$ cat src/rtl/edge_pkg.sv
// Shared state encoding and default timing constants for the edge detector / stretcher family.
package edge_pkg;

  typedef enum logic [1:0] {
    IDLE = 2'b00,
    HIGH = 2'b01,
    GAP  = 2'b10
  } state_e;

  localparam int DEF_HIGH_CYCLES = 8;
  localparam int DEF_GAP_CYCLES  = 2;

  // Reload value for an N-cycle phase; a zero-length phase loads 0 and is never entered.
  function automatic int phase_load(input int n);
    return (n > 0) ? n - 1 : 0;
  endfunction

endpackage

$ cat src/rtl/load_down_counter.sv
// Loadable down-counter that stops at zero; shared by the HIGH and GAP phases.
module load_down_counter #(
  parameter int CNT_W = 8
) (
  input  logic             clk,
  input  logic             reset,
  input  logic             load,
  input  logic [CNT_W-1:0] load_val,
  input  logic             dec,
  output logic [CNT_W-1:0] cnt,
  output logic             zero
);

  logic [CNT_W-1:0] cnt_q, cnt_d;

  // Load wins over decrement; decrementing at zero is suppressed so the count never wraps.
  always_comb begin
    cnt_d = cnt_q;
    if (load) begin
      cnt_d = load_val;
    end else if (dec && (cnt_q != '0)) begin
      cnt_d = cnt_q - CNT_W'(1);
    end
  end

  always_ff @(posedge clk or negedge reset) begin
    if (!reset) begin
      cnt_q <= '0;
    end else begin
      cnt_q <= cnt_d;
    end
  end

  assign cnt  = cnt_q;
  assign zero = (cnt_q == '0);

endmodule

$ cat src/rtl/edge_stretch.sv
// Pulse-to-level converter: stretches qualified ticks into a fixed-length high pulse
// followed by an optional enforced low gap, with retrigger and drop reporting.
module edge_stretch
  import edge_pkg::*;
#(
  parameter int HIGH_CYCLES = DEF_HIGH_CYCLES,
  parameter int GAP_CYCLES  = DEF_GAP_CYCLES,
  parameter int RETRIG      = 1,
  parameter int CNT_W       = 8
) (
  input  logic clk,
  input  logic reset,
  input  logic en,
  input  logic ticc,
  output logic level,
  output logic busy,
  output logic drop
);

  localparam logic [CNT_W-1:0] HIGH_LOAD = CNT_W'(phase_load(HIGH_CYCLES));
  localparam logic [CNT_W-1:0] GAP_LOAD  = CNT_W'(phase_load(GAP_CYCLES));

  state_e           state_q, state_d;
  logic             level_q, busy_q, drop_q, drop_d;
  logic             tick;
  logic             cnt_load, cnt_dec, cnt_zero;
  logic [CNT_W-1:0] cnt_ld_val;
  logic [CNT_W-1:0] cnt_unused;

  assign tick = ticc & en;

  load_down_counter #(
    .CNT_W(CNT_W)
  ) u_cnt (
    .clk     (clk),
    .reset   (reset),
    .load    (cnt_load),
    .load_val(cnt_ld_val),
    .dec     (cnt_dec),
    .cnt     (cnt_unused),
    .zero    (cnt_zero)
  );

  always_comb begin
    state_d    = state_q;
    drop_d     = 1'b0;
    cnt_load   = 1'b0;
    cnt_ld_val = HIGH_LOAD;
    cnt_dec    = 1'b0;
    unique case (state_q)
      IDLE: begin
        if (tick) begin
          state_d  = HIGH;
          cnt_load = 1'b1;
        end
      end
      HIGH: begin
        // A retrigger beats expiry even on the final high cycle.
        if (tick && (RETRIG != 0)) begin
          cnt_load = 1'b1;
        end else begin
          drop_d = tick;
          if (cnt_zero) begin
            if (GAP_CYCLES > 0) begin
              state_d    = GAP;
              cnt_load   = 1'b1;
              cnt_ld_val = GAP_LOAD;
            end else begin
              state_d = IDLE;
            end
          end else begin
            cnt_dec = 1'b1;
          end
        end
      end
      GAP: begin
        drop_d = tick;
        if (cnt_zero) begin
          state_d = IDLE;
        end else begin
          cnt_dec = 1'b1;
        end
      end
      default: state_d = IDLE;
    endcase
  end

  // Outputs are registered alongside the state so nothing reaches them combinationally from ticc.
  always_ff @(posedge clk or negedge reset) begin
    if (!reset) begin
      state_q <= IDLE;
      level_q <= 1'b0;
      busy_q  <= 1'b0;
      drop_q  <= 1'b0;
    end else begin
      state_q <= state_d;
      level_q <= (state_d == HIGH);
      busy_q  <= (state_d != IDLE);
      drop_q  <= drop_d;
    end
  end

  assign level = level_q;
  assign busy  = busy_q;
  assign drop  = drop_q;

endmodule

$ cat config.mk
export PLATFORM = sky130hd
export DESIGN_NAME = edge_stretch
export DESIGN_NICKNAME = d
export VERILOG_FILES = /design/src/rtl/edge_pkg.sv /design/src/rtl/load_down_counter.sv /design/src/rtl/edge_stretch.sv
export SDC_FILE = /design/constraint.sdc
export NUM_CORES = 1
export LEC_CHECK = 0
export BUFFER_PORTS_ARGS = -buffer_cell sky130_fd_sc_hd__buf_4
export CAP_MARGIN = 15
export CORE_UTILIZATION = 56
export CTS_BUF_LIST = sky130_fd_sc_hd__clkbuf_4 sky130_fd_sc_hd__clkbuf_8 sky130_fd_sc_hd__clkbuf_16
export CTS_CLUSTER_SIZE = 14
export DETAILED_ROUTE_END_ITERATION = 8
export PLACE_DENSITY = 0.76
export REMOVE_ABC_BUFFERS = 1
export SETUP_SLACK_MARGIN = 0.3
export SYNTH_ARGS = -nofsm -noshare
export SYNTH_HDL_FRONTEND = slang
export SYNTH_SLANG_ARGS = --single-unit
export TNS_END_PERCENT = 30
$ cat constraint.sdc
create_clock -name clk -period 2.32 [get_ports clk]
set_input_delay 0.232 -clock clk [delete_from_list [all_inputs] [get_ports clk]]
set_output_delay 0.232 -clock clk [all_outputs]
set_load 0.1 [all_outputs]
==> results of run 1 <==
-- metal layers --
metal  part of all wire (%)  GRT usage (%)  routed length, µm
met5                      0              0                  0
met4                    3.2           18.3                 53
met3                    5.2           7.78                 86
met2                     44           35.1                723
met1                     48           32.2                798
-- repair_timing --
action | in CTS | in global routing
hold endpoints to repair | 13 | 0
setup endpoints to repair | 0 | 6
buffers inserted | 0 | 1
hold buffers | 1 | 0
resized for setup | 0 | 3
-- area by class of cell --
cell class | count | area share (%)
clock buffers | 4 | 3.17
flip-flops and latches | 13 | 34.3
repair buffers | 9 | 7.40
multi-input cells | 64 | 50.7
inverters | 6 | 2.38
well taps | 15 | 1.98
-- sequential cells by signal, indices dropped and copies added (netlist names) --
register	flops
busy	1
drop	1
level	1
state_q	2
u_cnt.cnt	8
-- cell families after synthesis --
family / count (synthesis) / share of synthesized area (%)
simple gates: 28 / 21.4
mux: 1 / 1.22
fa+ha+maj: 6 / 9.17
compound gates: 29 / 25.7
buf+inv: 6 / 2.75
flops: 13 / 39.8
-- report_power, final --
part / internal (W) / switching, W / leakage, nW
Combinational: 0.000161 / 0.000298 / 0.264
Sequential: 0.000269 / 0.0000297 / 0.165
Clock: 0.0000786 / 0.0000829 / 0.0184
-- stage by stage --
step,setup slack (ns),util [%]
after global routing,0.275,71.0
after global placement,0.366,66.7
after CTS,0.311,69.7
final,0.348,71.0
after floorplan,0.426,-
after detailed placement,0.327,66.7
-- cells in the final DEF, fill, tap and decap left out, types with 2 or more instances in the layout --
master	netlist	routed
a21oi_1	8	8
a31oi_1	3	3
and3_1	2	2
buf_4	0	8
clkbuf_4	0	4
dfrtp_1	13	13
ha_1	6	5
inv_1	6	6
nand2_1	7	7
nand2b_1	3	3
nand3_1	2	2
nor4_1	2	2
o21a_1	2	2
o21ai_0	3	2
o31ai_1	3	3
or3_1	2	2
or4_1	3	3
-- final timing paths --
kind	cells after the start	slack, ns	to
setup reg to reg	6	0.35	u_cnt.cnt[7]
setup / recovery	6	0.35	u_cnt.cnt[7]
max in group asynchronous	2	1.84	state_q[0]
hold / removal	2	0.25	drop
hold reg to reg	2	0.57	u_cnt.cnt[1]
min in group asynchronous	2	0.31	u_cnt.cnt[7]
-- critical path, cell delays in order, from the launching register on --
cell	delay, ns
dfrtp_1	0.36
inv_1	0.08
ha_1	0.23
nor3b_2	0.19
a2111o_1	0.42
or4_1	0.47
a21oi_1	0.15
==> impl_metrics.tcl, run 1 <==
set metrics [dict create \
    routedWlPerCell_um 15.0 \
    grt_pass1_vias 612 \
    synth_commonest_cells "dfrtp_1 (13), a21oi_1 (8), nand2_1 (7)" \
    grtUsageTotal_pct 25.1 \
    hold_slack_ns 0.250 \
    vias 724 \
    leakagePower_nw 0.447 \
    ys_seq_area_share_pct 39.8 \
    placed_cells 105 \
    die_area_um2 1620 \
    drt_iter0_markers 27 \
    finalHoldViolations 0 \
    max_freq_ghz 0.507 \
    setup_viol 0 \
    min_path_type "in2reg" \
    yosysWarnings 0 \
    synth_most_common_cell "dfrtp_1" \
    netlist_instances 83 \
    die_w_um 40.2 \
    path_max_fanout 5 \
    cap_violations 0 \
    overflow 0 \
    rsz0062_at_grt "yes" \
    io_pins 7 \
    worstSetupStartpoint "u_cnt.cnt[0]" \
    viasPerCell 6.52 \
    gp_congestion 0.838 \
    tightestPinTransition_ns 0.487 \
    seqCellArea_um2 325 \
    cp-start-kind "register" \
    outcome "complete, no violations" \
    period_share_pct 85.0 \
    synth_seq_cells 13 \
    synth_cell_types 33 \
    synth_area_per_cell_um2 9.86 \
    grt_start_max_net_pins 14 \
    cts_buffer_depth 2 \
    io_buffers 6 \
    multi_input_area_um2 480 \
    drc 0 \
    grt_antenna_before_repair 0 \
    worstPathArrival_ns 2.19 \
    final_area_um2 947 \
    dr.pass1.iters 4 \
    clock_latency_ns 0.29 \
    synthesis.area_um2 818 \
    hpwl_um 1160 \
    grt_pass1_wl_um 2560 \
    syn_to_final_growth_pct 15.7 \
    drive_above_1_share_pct 21.9 \
    final_nets 107 \
    endpoint_kind "register" \
    start_util_pct 61.4 \
    n_antenna_cell 0 \
    drtAntennaViolNets 0 \
    dpl_cell_area_um2 890 \
    clock_sinks 13 \
    relSlewSlack_pct 67.5 \
    fin_tns_setup_ns 0 \
    power.density_nw_per_um2 971 \
    die_h_um 40.2 \
    finalMaxSlewViolations 0 \
    cts_tree "built" \
    synthFlopType "dfrtp_1" \
    cts_htree_levels 1 \
    final_cells 111 \
    rows 13 \
    skew_ns 0.00603 \
    power_w 0.000919 \
    synth_edf_count 0 \
    numCtsBuffers 3 \
    r2r-start "u_cnt.cnt[0]" \
    fin_crit_ns 1.97 \
    worstSetupPathType "reg2reg" \
    worstPathRequired_ns 2.54 \
    hold_path.startpoint "en" \
    cts.clk_slew.worst_paths_ns 0.09 \
    yosysTopAreaCell "dfrtp_1" \
    core_area_um2 1330 \
    vdd_drop_max_mv 0.566 \
    postSynth.asyncResetShare_pct 100 \
    nFillCells 89 \
    synth_top_area_share_pct 39.8 \
    cts_root_buffer "clkbuf_4" \
    finalWirelength_um 1660 \
    synth_area_leaders "dfrtp_1 (40%), ha_1 (9.2%), a21oi_1 (4.9%)" \
]
Note: power is estimated with default switching activity, not from simulation.
==> inputs of run 2 (changes only) <==
--- a/config.mk
+++ b/config.mk
@@ -5,9 +5,10 @@
 export SDC_FILE = /design/constraint.sdc
 export NUM_CORES = 1
 export LEC_CHECK = 0
+export ABC_AREA = 1
 export BUFFER_PORTS_ARGS = -buffer_cell sky130_fd_sc_hd__buf_4
 export CAP_MARGIN = 15
-export CORE_UTILIZATION = 56
+export CORE_UTILIZATION = 57
 export CTS_BUF_LIST = sky130_fd_sc_hd__clkbuf_4 sky130_fd_sc_hd__clkbuf_8 sky130_fd_sc_hd__clkbuf_16
 export CTS_CLUSTER_SIZE = 14
 export DETAILED_ROUTE_END_ITERATION = 8
@@ -16,5 +17,6 @@
 export SETUP_SLACK_MARGIN = 0.3
 export SYNTH_ARGS = -nofsm -noshare
 export SYNTH_HDL_FRONTEND = slang
+export SYNTH_HIERARCHICAL = 1
 export SYNTH_SLANG_ARGS = --single-unit
 export TNS_END_PERCENT = 30
==> run 2 against run 1 <==
  * Cell area rose by 10%
  * Largest cell class unchanged
  * Sequential share of layout area fell by 3.2 points
  * Count of clock-buffer cells in the layout did not move
==> impl_metrics.tcl, run 2 <==
set metrics [dict create \
    grt_pass1_vias 808 \
    r2r_cells 12 \
    pwr-share-seq_pct 28.8 \
    min_path_type "in2reg" \
    rsz0062_at_grt "no" \
    r2r-start "u_cnt/cnt[0]" \
    finalWirelength_um 1790 \
    yosysTopAreaCell "dfrtp_1" \
    reg2reg_to "u_cnt/cnt[2]" \
    grt_antenna_before_repair 0 \
    top_usage_layer "met2" \
    die_h_um 42 \
    synth_seq_cells 13 \
    leakagePower_nw 0.572 \
    numCtsBuffers 3 \
    die_w_um 42 \
    cts_htree_levels 1 \
    met1_usage_pct 29.4 \
    rows 14 \
    synth_top_area_share_pct 35.7 \
    netlist_instances 135 \
    outcome "complete, no violations" \
    cts_buffer_depth 2 \
    regToRegSetupSlack_ns 0.47 \
    cts_setup_buffers 0 \
    final_cells 166 \
    die_area_um2 1760 \
    vias 830 \
    viasPerCell 5.00 \
    vdd_drop_max_mv 0.967 \
    core_area_um2 1510 \
    grtUsageTotal_pct 23.6 \
    start_util_pct 60.5 \
    sw_frac_of_total_pct 52.5 \
    period_share_pct 79.9 \
    synth_commonest_cells "nand2_1 (47), inv_1 (17), nand3_1 (17)" \
    routedWlPerCell_um 10.8 \
    postSynth.asyncResetShare_pct 100 \
    hpwl_um 1380 \
    gp_congestion 0.845 \
    syn_to_final_growth_pct 14.4 \
    cts_root_buffer "clkbuf_4" \
    largest_reg_flops 8 \
    synthesis.area_um2 912 \
    met3_usage_pct 3.88 \
    cp-endpoint "u_cnt/cnt[2]" \
    worstPathArrival_ns 2.02 \
    synth_area_per_cell_um2 6.76 \
    final_cell_mix "nand2_1 (47), nand3_1 (17), inv_1 (16)" \
    synth_area_leaders "dfrtp_1 (36%), nand2_1 (19%), nand3_1 (9.3%)" \
    drive_above_1_share_pct 14.7 \
    clock_sinks 13 \
    n_antenna_cell 0 \
    power.density_nw_per_um2 1380 \
    layout_commonest_cell "nand2_1" \
    cap_violations 0 \
    synth_cell_types 20 \
    fin_crit_ns 1.85 \
    ys_seq_area_share_pct 35.7 \
    fin_tns_setup_ns 0 \
    skew_ns 0.000556 \
    synth_most_common_cell "nand2_1" \
    synthFlopType "dfrtp_1" \
    worstSetupPathType "reg2reg" \
    multi_input_area_um2 529 \
    finalMaxSlewViolations 0 \
    p_int_w 0.000685 \
    power.share.clock_pct 10.4 \
    io_pins 7 \
    max_freq_ghz 0.540 \
    grt_pass1_wl_um 3160 \
    combPwrFrac_pct 60.9 \
    p_switching_w 0.000759 \
    cts_tree "built" \
    worstSetupStartpoint "u_cnt/cnt[0]" \
    setup_viol 0 \
    nFillCells 132 \
    yosysWarnings 6 \
    worstPathRequired_ns 2.49 \
    seqCellArea_um2 325 \
    io_buffers 6 \
    dr.pass1.iters 4 \
    drc 0 \
    path_max_fanout 8 \
    cp-start-kind "register" \
    cts.clk_slew.worst_paths_ns 0.08 \
    endpoint_kind "register" \
    drtAntennaViolNets 0 \
    met2_usage_pct 40.6 \
    finalHoldViolations 0 \
    placed_cells 161 \
    final_nets 161 \
    synth_edf_count 0 \
    drt_iter0_markers 17 \
    clock_latency_ns 0.27 \
    overflow 0 \
    grt_start_max_net_pins 14 \
]
[run 2: cell types whose count changed after synthesis, sizes merged, moves of 4 or more]
cell	change
or4	-4
nor2	+11
nand3	+15
inv	+13
nand2	+44
a21oi	-7
o21ai	+5
[run 2: per-layer routing]
layer  up-vias  part of all wire (%)
li1        444                     -
met1       369                    49
met2        15                    47
met3         2                   3.0
met4         0                  0.56
met5         -                     0
[run 2: cells by family (layout without fill, tap and decap cells)]
kind of cell,Yosys count,count (layout),synth area share [%]
compound gates,10,10,7.00
xor+xnor,1,1,0.960
fa+ha+maj,6,6,8.23
buf+inv,21,32,8.78
flops,13,13,35.7
other cells,2,6,0.823
simple gates,82,82,38.5
[run 2: worst max-delay path, stage by stage (launching register included)]
cell	delay, ns
dfrtp_1	0.36
inv_2	0.07
ha_1	0.20
nand2_1	0.17
nor2_4	0.08
inv_2	0.08
nand2_2	0.06
a21boi_1	0.29
o21ai_4	0.13
nand2_4	0.12
clkinv_2	0.08
nand2_1	0.05
nand2_1	0.05
[run 2: repair_timing]
item	CTS	global route
hold endpoints to repair	13	0
hold buffers	1	0
pin swaps	0	0
resized for setup	1	3
setup endpoints to repair	3	8
[run 2: worst min-delay path by stage]
stage / startpoint / end / slack, ns / cells after the start
floorplan: reset / busy / -0.06 / 0
global placement: reset / drop / 0.09 / 1
detailed placement: reset / drop / 0.09 / 1
CTS: en / drop / 0.24 / 3
global route: en / drop / 0.26 / 3
finish: en / drop / 0.25 / 3
[run 2: area by class of cell]
type | count | share of cell area [%]
clock buffers | 4 | 2.88
inverters | 20 | 7.31
multi-input cells | 105 | 50.7
flip-flops and latches | 13 | 31.2
well taps | 16 | 1.92
repair buffers | 8 | 6.00
[run 2: stage by stage]
step | hold slack [ns] | util, % | setup slack [ns] | cell area, µm² | total power, W
2_1_floorplan | -0.0636 | - | 0.377 | 923 | 0.00109
3_3_place_gp | 0.0861 | 66.1 | 0.427 | 996 | 0.00125
3_5_place_dp | 0.0902 | 66.1 | 0.302 | 996 | 0.00128
4_1_cts | 0.241 | 68.8 | 0.348 | 1040 | 0.00144
5_1_grt | 0.255 | 69.3 | 0.366 | 1040 | 0.00158
6_report | 0.254 | 69.3 | 0.467 | 1040 | 0.00144
[run 2: power groups by stage]
stage	clock (W)	combinational [W]	sequential [W]
after floorplan	0	0.000568	0.000519
after global placement	0	0.000836	0.000414
after detailed placement	0	0.000857	0.000420
after CTS	0.000159	0.000866	0.000415
after global routing	0.000163	0.000990	0.000426
final	0.000149	0.000879	0.000415
